File: config.mk
export PLATFORM = sky130hd
export DESIGN_NAME = uctl_dma_tx_burst
export DESIGN_NICKNAME = d
export VERILOG_FILES = /design/src/rtl/uctl_dma_tx_burst.sv
export SDC_FILE = /design/constraint.sdc
export NUM_CORES = 1
export LEC_CHECK = 0
export CORE_ASPECT_RATIO = 1.2
export CORE_MARGIN = 5
export CORE_UTILIZATION = 40
export CTS_BUF_LIST = sky130_fd_sc_hd__clkbuf_16
export DETAILED_ROUTE_END_ITERATION = 8
export GPL_ROUTABILITY_DRIVEN = 0
export PLACE_DENSITY = 0.79
export SETUP_SLACK_MARGIN = 0.5
export SYNTH_ARGS = -nofsm -noshare
export SYNTH_HDL_FRONTEND = slang
export SYNTH_SLANG_ARGS = --single-unit
File: constraint.sdc
create_clock -name core_Clk -period 4.35 [get_ports core_Clk]
set_clock_uncertainty 0.05 [all_clocks]
set_input_delay 1.305 -clock core_Clk [delete_from_list [all_inputs] [get_ports core_Clk]]
set_output_delay 1.305 -clock core_Clk [all_outputs]
set_load 0.03 [all_outputs]
File: src/rtl/uctl_dma_tx_burst.sv
// Transmit DMA burst engine: splits a transfer into AHB chunk requests and
// streams the returned FIFO words into local memory with ring-buffer wrap.
module uctl_dma_tx_burst #(
   parameter int unsigned CNTR_WD   = 20,
   parameter int unsigned DATA_SIZE = 32,
   parameter int unsigned ADDR_SIZE = 32,
   parameter int unsigned MAX_CHUNK = 512
) (
   input  logic                   core_Clk,
   input  logic                   uctl_reset,
   input  logic                   sw_rst,
   input  logic                   sept2dmaTx_dmaStart,
   input  logic [CNTR_WD-1:0]     sept2dmaTx_len,
   input  logic [ADDR_SIZE-1:0]   sept2dmaTx_sRdAddr,
   input  logic [ADDR_SIZE-1:0]   sept2dmaTx_addrIn,
   input  logic [ADDR_SIZE-1:0]   sept2dmaTx_epStartAddr,
   input  logic [ADDR_SIZE-1:0]   sept2dmaTx_epEndAddr,
   input  logic                   sept2dmaTx_sRdWr,
   input  logic                   sept2dmaTx_abort,
   output logic                   dmaTx2sept_dn,
   output logic                   dmaTx2sept_aborted,
   output logic                   dmaTx2ahbm_stransEn,
   output logic [ADDR_SIZE-1:0]   dmaTx2ahbm_sRdAddr,
   output logic [CNTR_WD-1:0]     dmaTx2ahbm_len,
   output logic                   dmaTx2ahbm_sRdWr,
   input  logic                   ahbm2dmaTx_dataDn,
   input  logic                   ahbm2dmaTx_ready,
   input  logic [DATA_SIZE-1:0]   ahbm2dmaTx_wrData,
   output logic                   dmaTx2ahbm_rd,
   output logic                   dmaTx2mif_wrReq,
   output logic [ADDR_SIZE-1:0]   dmaTx2mif_wrAddr,
   output logic [DATA_SIZE-1:0]   dmaTx2mif_wrData,
   output logic [DATA_SIZE/8-1:0] dmaTx2mif_wrBe,
   input  logic                   mif2dmaTx_ack
);

   localparam int unsigned BYTES = DATA_SIZE / 8;
   localparam logic [CNTR_WD-1:0] BYTES_C = CNTR_WD'(BYTES);
   localparam logic [CNTR_WD-1:0] CHUNK_C = CNTR_WD'(MAX_CHUNK);

   typedef enum logic [1:0] {ST_IDLE, ST_REQ, ST_TRANS, ST_ABORT} state_t;

   state_t               state;
   logic [ADDR_SIZE-1:0] sys_addr;
   logic [ADDR_SIZE-1:0] mem_addr;
   logic [CNTR_WD-1:0]   rem_req;
   logic [CNTR_WD-1:0]   rem_mem;
   logic [CNTR_WD-1:0]   chunk_rem;
   logic                 dn_seen;

   logic                 is_trans;
   logic                 wr_fire;
   logic [CNTR_WD-1:0]   chunk;
   logic [CNTR_WD-1:0]   dec;
   logic [CNTR_WD-1:0]   chunk_rem_nx;
   logic [CNTR_WD-1:0]   rem_mem_nx;
   logic [ADDR_SIZE-1:0] mem_addr_nx;
   logic                 chunk_done;

   assign is_trans         = (state == ST_TRANS);
   assign dmaTx2mif_wrReq  = is_trans && ahbm2dmaTx_ready && (chunk_rem != '0);
   assign wr_fire          = dmaTx2mif_wrReq && mif2dmaTx_ack;
   assign dmaTx2ahbm_rd    = wr_fire || ((state == ST_ABORT) && ahbm2dmaTx_ready);
   assign dmaTx2mif_wrAddr = mem_addr;
   assign dmaTx2mif_wrData = ahbm2dmaTx_wrData;
   assign dmaTx2ahbm_sRdWr = sept2dmaTx_sRdWr;

   assign chunk        = (rem_req < CHUNK_C) ? rem_req : CHUNK_C;
   assign dec          = (chunk_rem < BYTES_C) ? chunk_rem : BYTES_C;
   assign chunk_rem_nx = wr_fire ? (chunk_rem - dec) : chunk_rem;
   assign rem_mem_nx   = !wr_fire ? rem_mem : ((rem_mem > dec) ? (rem_mem - dec) : '0);
   assign mem_addr_nx  = (mem_addr >= sept2dmaTx_epEndAddr) ? sept2dmaTx_epStartAddr
                                                            : mem_addr + ADDR_SIZE'(BYTES);
   // Exit looks at post-write counters so dn follows the final ack by one cycle.
   assign chunk_done   = (chunk_rem_nx == '0) && (dn_seen || ahbm2dmaTx_dataDn);

   always_comb begin
      dmaTx2mif_wrBe = '0;
      for (int unsigned i = 0; i < BYTES; i++)
         dmaTx2mif_wrBe[i] = is_trans && (chunk_rem > CNTR_WD'(i));
   end

   always_ff @(posedge core_Clk) begin
      if (uctl_reset || sw_rst) begin
         state               <= ST_IDLE;
         sys_addr            <= '0;
         mem_addr            <= '0;
         rem_req             <= '0;
         rem_mem             <= '0;
         chunk_rem           <= '0;
         dn_seen             <= 1'b0;
         dmaTx2sept_dn       <= 1'b0;
         dmaTx2sept_aborted  <= 1'b0;
         dmaTx2ahbm_stransEn <= 1'b0;
         dmaTx2ahbm_sRdAddr  <= '0;
         dmaTx2ahbm_len      <= '0;
      end else begin
         dmaTx2sept_dn       <= 1'b0;
         dmaTx2sept_aborted  <= 1'b0;
         dmaTx2ahbm_stransEn <= 1'b0;
         case (state)
            ST_IDLE: begin
               if (sept2dmaTx_dmaStart) begin
                  if (sept2dmaTx_len == '0) begin
                     dmaTx2sept_dn <= 1'b1;
                  end else begin
                     sys_addr <= sept2dmaTx_sRdAddr;
                     mem_addr <= sept2dmaTx_addrIn;
                     rem_req  <= sept2dmaTx_len;
                     rem_mem  <= sept2dmaTx_len;
                     // dn_seen high means no chunk is outstanding on the AHB side.
                     dn_seen  <= 1'b1;
                     state    <= ST_REQ;
                  end
               end
            end
            ST_REQ: begin
               if (sept2dmaTx_abort) begin
                  state <= ST_ABORT;
               end else begin
                  dmaTx2ahbm_stransEn <= 1'b1;
                  dmaTx2ahbm_sRdAddr  <= sys_addr;
                  dmaTx2ahbm_len      <= chunk;
                  chunk_rem           <= chunk;
                  rem_req             <= rem_req - chunk;
                  sys_addr            <= sys_addr + ADDR_SIZE'(chunk);
                  dn_seen             <= 1'b0;
                  state               <= ST_TRANS;
               end
            end
            ST_TRANS: begin
               chunk_rem <= chunk_rem_nx;
               rem_mem   <= rem_mem_nx;
               if (wr_fire)
                  mem_addr <= mem_addr_nx;
               if (ahbm2dmaTx_dataDn)
                  dn_seen <= 1'b1;
               if (sept2dmaTx_abort) begin
                  state <= ST_ABORT;
               end else if (chunk_done) begin
                  if (rem_mem_nx == '0) begin
                     dmaTx2sept_dn <= 1'b1;
                     state         <= ST_IDLE;
                  end else begin
                     state <= ST_REQ;
                  end
               end
            end
            ST_ABORT: begin
               // Wait out an in-flight chunk, then give one more cycle of FIFO discard.
               if (!dn_seen) begin
                  if (ahbm2dmaTx_dataDn)
                     dn_seen <= 1'b1;
               end else begin
                  dmaTx2sept_aborted <= 1'b1;
                  rem_req            <= '0;
                  rem_mem            <= '0;
                  chunk_rem          <= '0;
                  state              <= ST_IDLE;
               end
            end
            default: state <= ST_IDLE;
         endcase
      end
   end

endmodule

==> flow_summary.toml, run 1 <==
[floorplan]
chipHeight_um = 203
io-pin-count = 315
die_w_um = 171
dieArea_um2 = 34700
num_rows = 70
coreArea_um2 = 30600
initial_core_util_pct = 40.7

[global_route]
grt-ovfl-total = 0
grt_max_degree = 62
antenna_found_initial = 0
track_usage_pct = 25.4
grt_pass1_wl_um = 71600
grt_pass1_vias = 13600

[timing]
drv_slew = 0
setup_viol = 0
slew_headroom_pct = 33.1
worstMarginPinSlew_ns = 1.00
rsz0062_at_grt = "true"
fmax_ghz = 0.250
post-route-period-util_pct = 92.1
post-route-min-period_ns = 4.00
hold_violations = 0

[logic_synthesis]
postSynthCellCount = 1639
avgSynthCellArea_um2 = 7.58
ys_ff_latch = 182
synthFlopType = "dfxtp_1"
netlist_top_cells_count = "nand2_1 (186), dfxtp_1 (182), a21oi_1 (165), nor2_1 (144), o21ai_0 (125)"
synth_area_leaders = "dfxtp_1 (29%), ha_1 (7.8%), a21oi_1 (6.6%)"
synth_most_common_cell = "nand2_1"
ys_warn_count = 0
synth_edf_count = 0
synth_area_leader_cell = "dfxtp_1"
yosysTopAreaCellShare_pct = 29.3
ys_types = 83
yosysSeqAreaShare_pct = 29.3
syn-cell-area_um2 = 12400
ys_async_sr_fraction_pct = 0

[drt]
wire_per_inst_um = 20.9
first_pass_iters = 6
ant_nets = 0
drt_iter0_markers = 1710
drc = 0
via_per_inst = 6.12
vias = 14400
wl_um = 49100

[place]
placed_cells = 2259
io_buffers = 248
dp_hpwl_um = 33500

[pwr]
pwr-share-seq_pct = 35.4
ir_drop_mv = 0.264
internal_power_w = 0.00338
p_clk_share_pct = 30.2
p_per_area_nw_per_um2 = 298
p_sw_share_pct = 35.7
total_leakage_power_nw = 7.00
p_sw_w = 0.00188
pwr-share-comb_pct = 34.4

[clocking]
cts_root_buffer = "clkbuf_16"
cts_tree = "built"
ctsLongestPathBuffers = 2
cts_max_level = 4
clk_pin_slew_worst_paths_ns = 0.08
cts.sinks = 182
cts_made_buffers = 17
clock_latency_ns = 0.45

[worst_setup_path]
critical_path_arrival_ns = 4.32
worst_ep_required_time_ns = 4.66
cp_max_fo = 4
worstSetupEndpointType = "flop"
r2r_cells = 18
critPathKind = "reg -> reg"
crit_path_start_kind = "flop"

[run]
cap_violations = 0

[worst_hold_path]
holdPathStages = 2
hold_path_class = "reg -> reg"

[layout]
nNetsFinal = 2207
area_growth_pct = 41.9
utilization_pct = 57.7
num_antenna_cells = 0
fin_cells = 2348
drive_gt1_share_pct = 18.5

[run_status]
status = "finished, final reports clean"
timing repair:
action / CTS / global route
gates resized for setup: 71 / 148
pin swaps: 43 / 89
gates cloned: 3 / 1
hold buffers: 0 / 0
endpoints found under the setup margin: 55 / 89
setup buffers: 25 / 28
worst max-delay path, cell delays in order, from the launching register on:
cell	delay [ns]
dfxtp_4	0.36
or4_4	0.51
or3_4	0.38
nor2_8	0.13
and2_4	0.17
ha_4	0.12
inv_2	0.03
fa_2	0.37
nor2b_4	0.14
o21ai_2	0.08
a21oi_2	0.14
o21a_2	0.18
o21ai_4	0.07
o22a_1	0.25
o21ai_4	0.21
buf_4	0.16
nand2b_4	0.06
or3_1	0.31
a22oi_1	0.18
cell type report:
type | count | area [um2]
fill | 2577 | 12900
sequential | 182 | 3650
clock inverter | 15 | 161
clock buffer | 17 | 425
inverter | 66 | 251
timing repair buffer | 380 | 3670
tap | 396 | 495
multi-input combinational | 1292 | 8970
cells in the final DEF, fill, tap and decap left out, types with 34 or more instances in the layout:
cell	n
nor3_1	48
a21oi_1	152
xnor2_1	37
ha_1	45
nand3_1	34
o21ai_0	114
nand2_1	182
buf_4	118
nor2_1	135
clkdlybuf4s50_1	220
dfxtp_1	177
inv_1	45
power groups by stage:
stage               logic [W]  registers [W]  clock network (W)
finish                0.00181        0.00186            0.00159
global route          0.00193        0.00187            0.00167
CTS                   0.00157        0.00185            0.00161
floorplan            0.000960        0.00189                  0
detailed placement    0.00146        0.00188                  0
global placement      0.00142        0.00188                  0
path summary, 6_finish.rpt:
check | startpoint | end | slack (ns)
setup / recovery | rem_req[11] | sys_addr[24] | 0.35
hold / removal | dmaTx2ahbm_sRdAddr[3] | dmaTx2ahbm_sRdAddr[3] | 0.40
setup reg to reg | rem_req[11] | sys_addr[24] | 0.35
hold reg to reg | dmaTx2ahbm_sRdAddr[3] | dmaTx2ahbm_sRdAddr[3] | 0.40
registers in the layout, indices dropped and copies added, names as in the netlist:
signal and count:
dmaTx2sept_dn 1, dmaTx2sept_aborted 1, sys_addr 32, dmaTx2ahbm_stransEn 1, rem_mem 20, rem_req 20, dmaTx2ahbm_len 20, state 2
chunk_rem 20, dmaTx2mif_wrAddr 32, dmaTx2ahbm_sRdAddr 32, dn_seen 1
metrics by stage:
step,setup WS [ns],total power (W),TNS (ns),cell area (um2),hold slack (ns)
after CTS,0.295,0.00502,0,16700,0.407
after global routing,0.252,0.00548,0,17600,0.425
after detailed placement,-0.189,0.00334,-2.96,15600,0.397
after floorplan,0.248,0.00285,0,12600,0.388
after global placement,-0.122,0.00330,-2.03,15600,0.394
final,0.345,0.00526,0,17600,0.404
metal layers:
metal | part of all wire [%] | GRT usage (%) | wire (um) | up-vias
met5 | 0 | 0 | 0 | -
met4 | 6.0 | 13.0 | 2940 | 0
met3 | 8.1 | 4.17 | 3960 | 212
met2 | 49 | 44.3 | 24200 | 882
met1 | 37 | 29.7 | 18000 | 6786
li1 | - | - | - | 6486
logic make-up after synthesis:
logic type | share of synthesized area, %
buffers and inverters | 7.13
AND/OR/NAND/NOR | 22.8
flip-flops | 29.3
adder cells (fa/ha/maj) | 8.07
XOR/XNOR | 4.51
multiplexers | 2.61
other | 0.0604
AO/OA/AOI/OAI | 25.5
No activity file was read; power rests on OpenSTA's default activity.
==> run 2: changes to the inputs <==
- PLACE_DENSITY: 0.79 -> 0.76
- REMOVE_ABC_BUFFERS: default -> 1
- SKIP_CTS_REPAIR_TIMING: default -> 1
- clock period: 4.35 -> 5.03 ns (I/O delays scaled with it)
==> flow_summary.toml, run 2 (same netlist as run 1, synthesis figures left out) <==
[drt]
drt_iter0_markers = 1155
wire_per_inst_um = 19.7
wl_um = 44400
via_per_inst = 5.94
drc = 0
met1_length_um = 17900
ant_nets = 0
wl_met2_um = 21000
first_pass_iters = 5
vias = 13400
dr.max_layer_used = "met4"
wl_met3_um = 4000

[place]
placed_cells = 2220
dpl_worst_slack_ns = 0.0746
dp_hpwl_um = 32300
io_buffers = 248

[layout]
seq_area_um2 = 3650
fin_cells = 2257
fillers = 2857
nNetsFinal = 2115
multi_input_area_um2 = 8120
layout_common_cells = "clkdlybuf4s50_1 (244), nand2_1 (185), dfxtp_1 (180)"
area_growth_pct = 27.9
drive_gt1_share_pct = 7.26
layout_commonest_cell = "clkdlybuf4s50_1"

[timing]
slew_headroom_pct = 29.9
worstMarginPinSlew_ns = 1.05
post-route-period-util_pct = 88.2
setup_viol = 0
post-route-min-period_ns = 4.44
holdWs_ns = 0.404
finalSetupTns_ns = 0
rsz0062_at_grt = "true"
fmax_ghz = 0.225
hold_violations = 0
fin_ws_ns = 0.592
drv_slew = 0

[global_route]
grt-ovfl-total = 0
grt_max_degree = 67
grt_pass1_vias = 12800
track_usage_pct = 24.3
grt_pass1_wl_um = 68600
antenna_found_initial = 0

[worst_setup_path]
cp_max_fo = 10
critical_path_arrival_ns = 2.88
reg2reg_from = "rem_req[10]"
worst_ep_required_time_ns = 3.47
crit_path_start_kind = "input pin"
critPathKind = "in -> out"
worstSetupEndpointType = "output pin"
startpoint = "ahbm2dmaTx_ready"

[clocking]
cts_tree = "built"
cts_made_buffers = 17
cts.sinks = 182
ctsLongestPathBuffers = 2
clk_pin_slew_worst_paths_ns = 0.07
cts_root_buffer = "clkbuf_16"
clock_latency_ns = 0.45
cts_max_level = 4

[run_status]
status = "finished, final reports clean"

[pwr]
finalPower_w = 0.00419
ir_drop_mv = 0.228
p_per_area_nw_per_um2 = 264
total_leakage_power_nw = 6.20

[floorplan]
dieArea_um2 = 34700
initial_core_util_pct = 40.7
chipHeight_um = 203
die_w_um = 171
io-pin-count = 315
num_rows = 70
coreArea_um2 = 30600

[run]
cap_violations = 0

[worst_hold_path]
hold_path_class = "reg -> reg"
min_from = "dmaTx2ahbm_sRdAddr[12]"
run 2: layer usage:
metal | vias up | track usage [%]
met5 | - | 1.01
met4 | 0 | 9.77
met2 | 706 | 40.5
met3 | 122 | 5.08
li1 | 6303 | -
met1 | 6266 | 30.5
run 2: area by class of cell:
class,instances,share of cell area [%]
tap,396,3.12
multi-input combinational,1292,51.1
sequential,182,22.9
clock inverter,15,0.803
clock buffer,17,2.68
inverter,66,1.56
antenna,1,0.0157
timing repair buffer,288,17.8
run 2: through the flow:
stage | util (%) | instance area, um2
4_1_cts | 51.6 | 15800
3_3_place_gp | 49.8 | 15200
2_1_floorplan | - | 11900
6_report | 52.0 | 15900
3_5_place_dp | 49.8 | 15200
5_1_grt | 52.0 | 15900
run 2: worst paths after layout:
path / to / slack (ns) / cells after the start
worst max register to register: sys_addr[22] / 0.69 / 17
worst min register to register: dmaTx2ahbm_sRdAddr[12] / 0.40 / 2
worst min-delay path: dmaTx2ahbm_sRdAddr[12] / 0.40 / 2
worst max-delay path: dmaTx2ahbm_rd / 0.59 / 5
run 2: where the power goes:
part	internal [W]	switching, W	total (W)
Combinational	0.000533	0.000736	0.00127
Clock	0.000686	0.000639	0.00132
Sequential	0.00151	0.0000867	0.00159
run 2: critical path, stage by stage:
cell	delay (ns)
clkdlybuf4s50_1	0.57
and3_4	0.29
nand2_1	0.17
nand2_1	0.19
buf_12	0.14
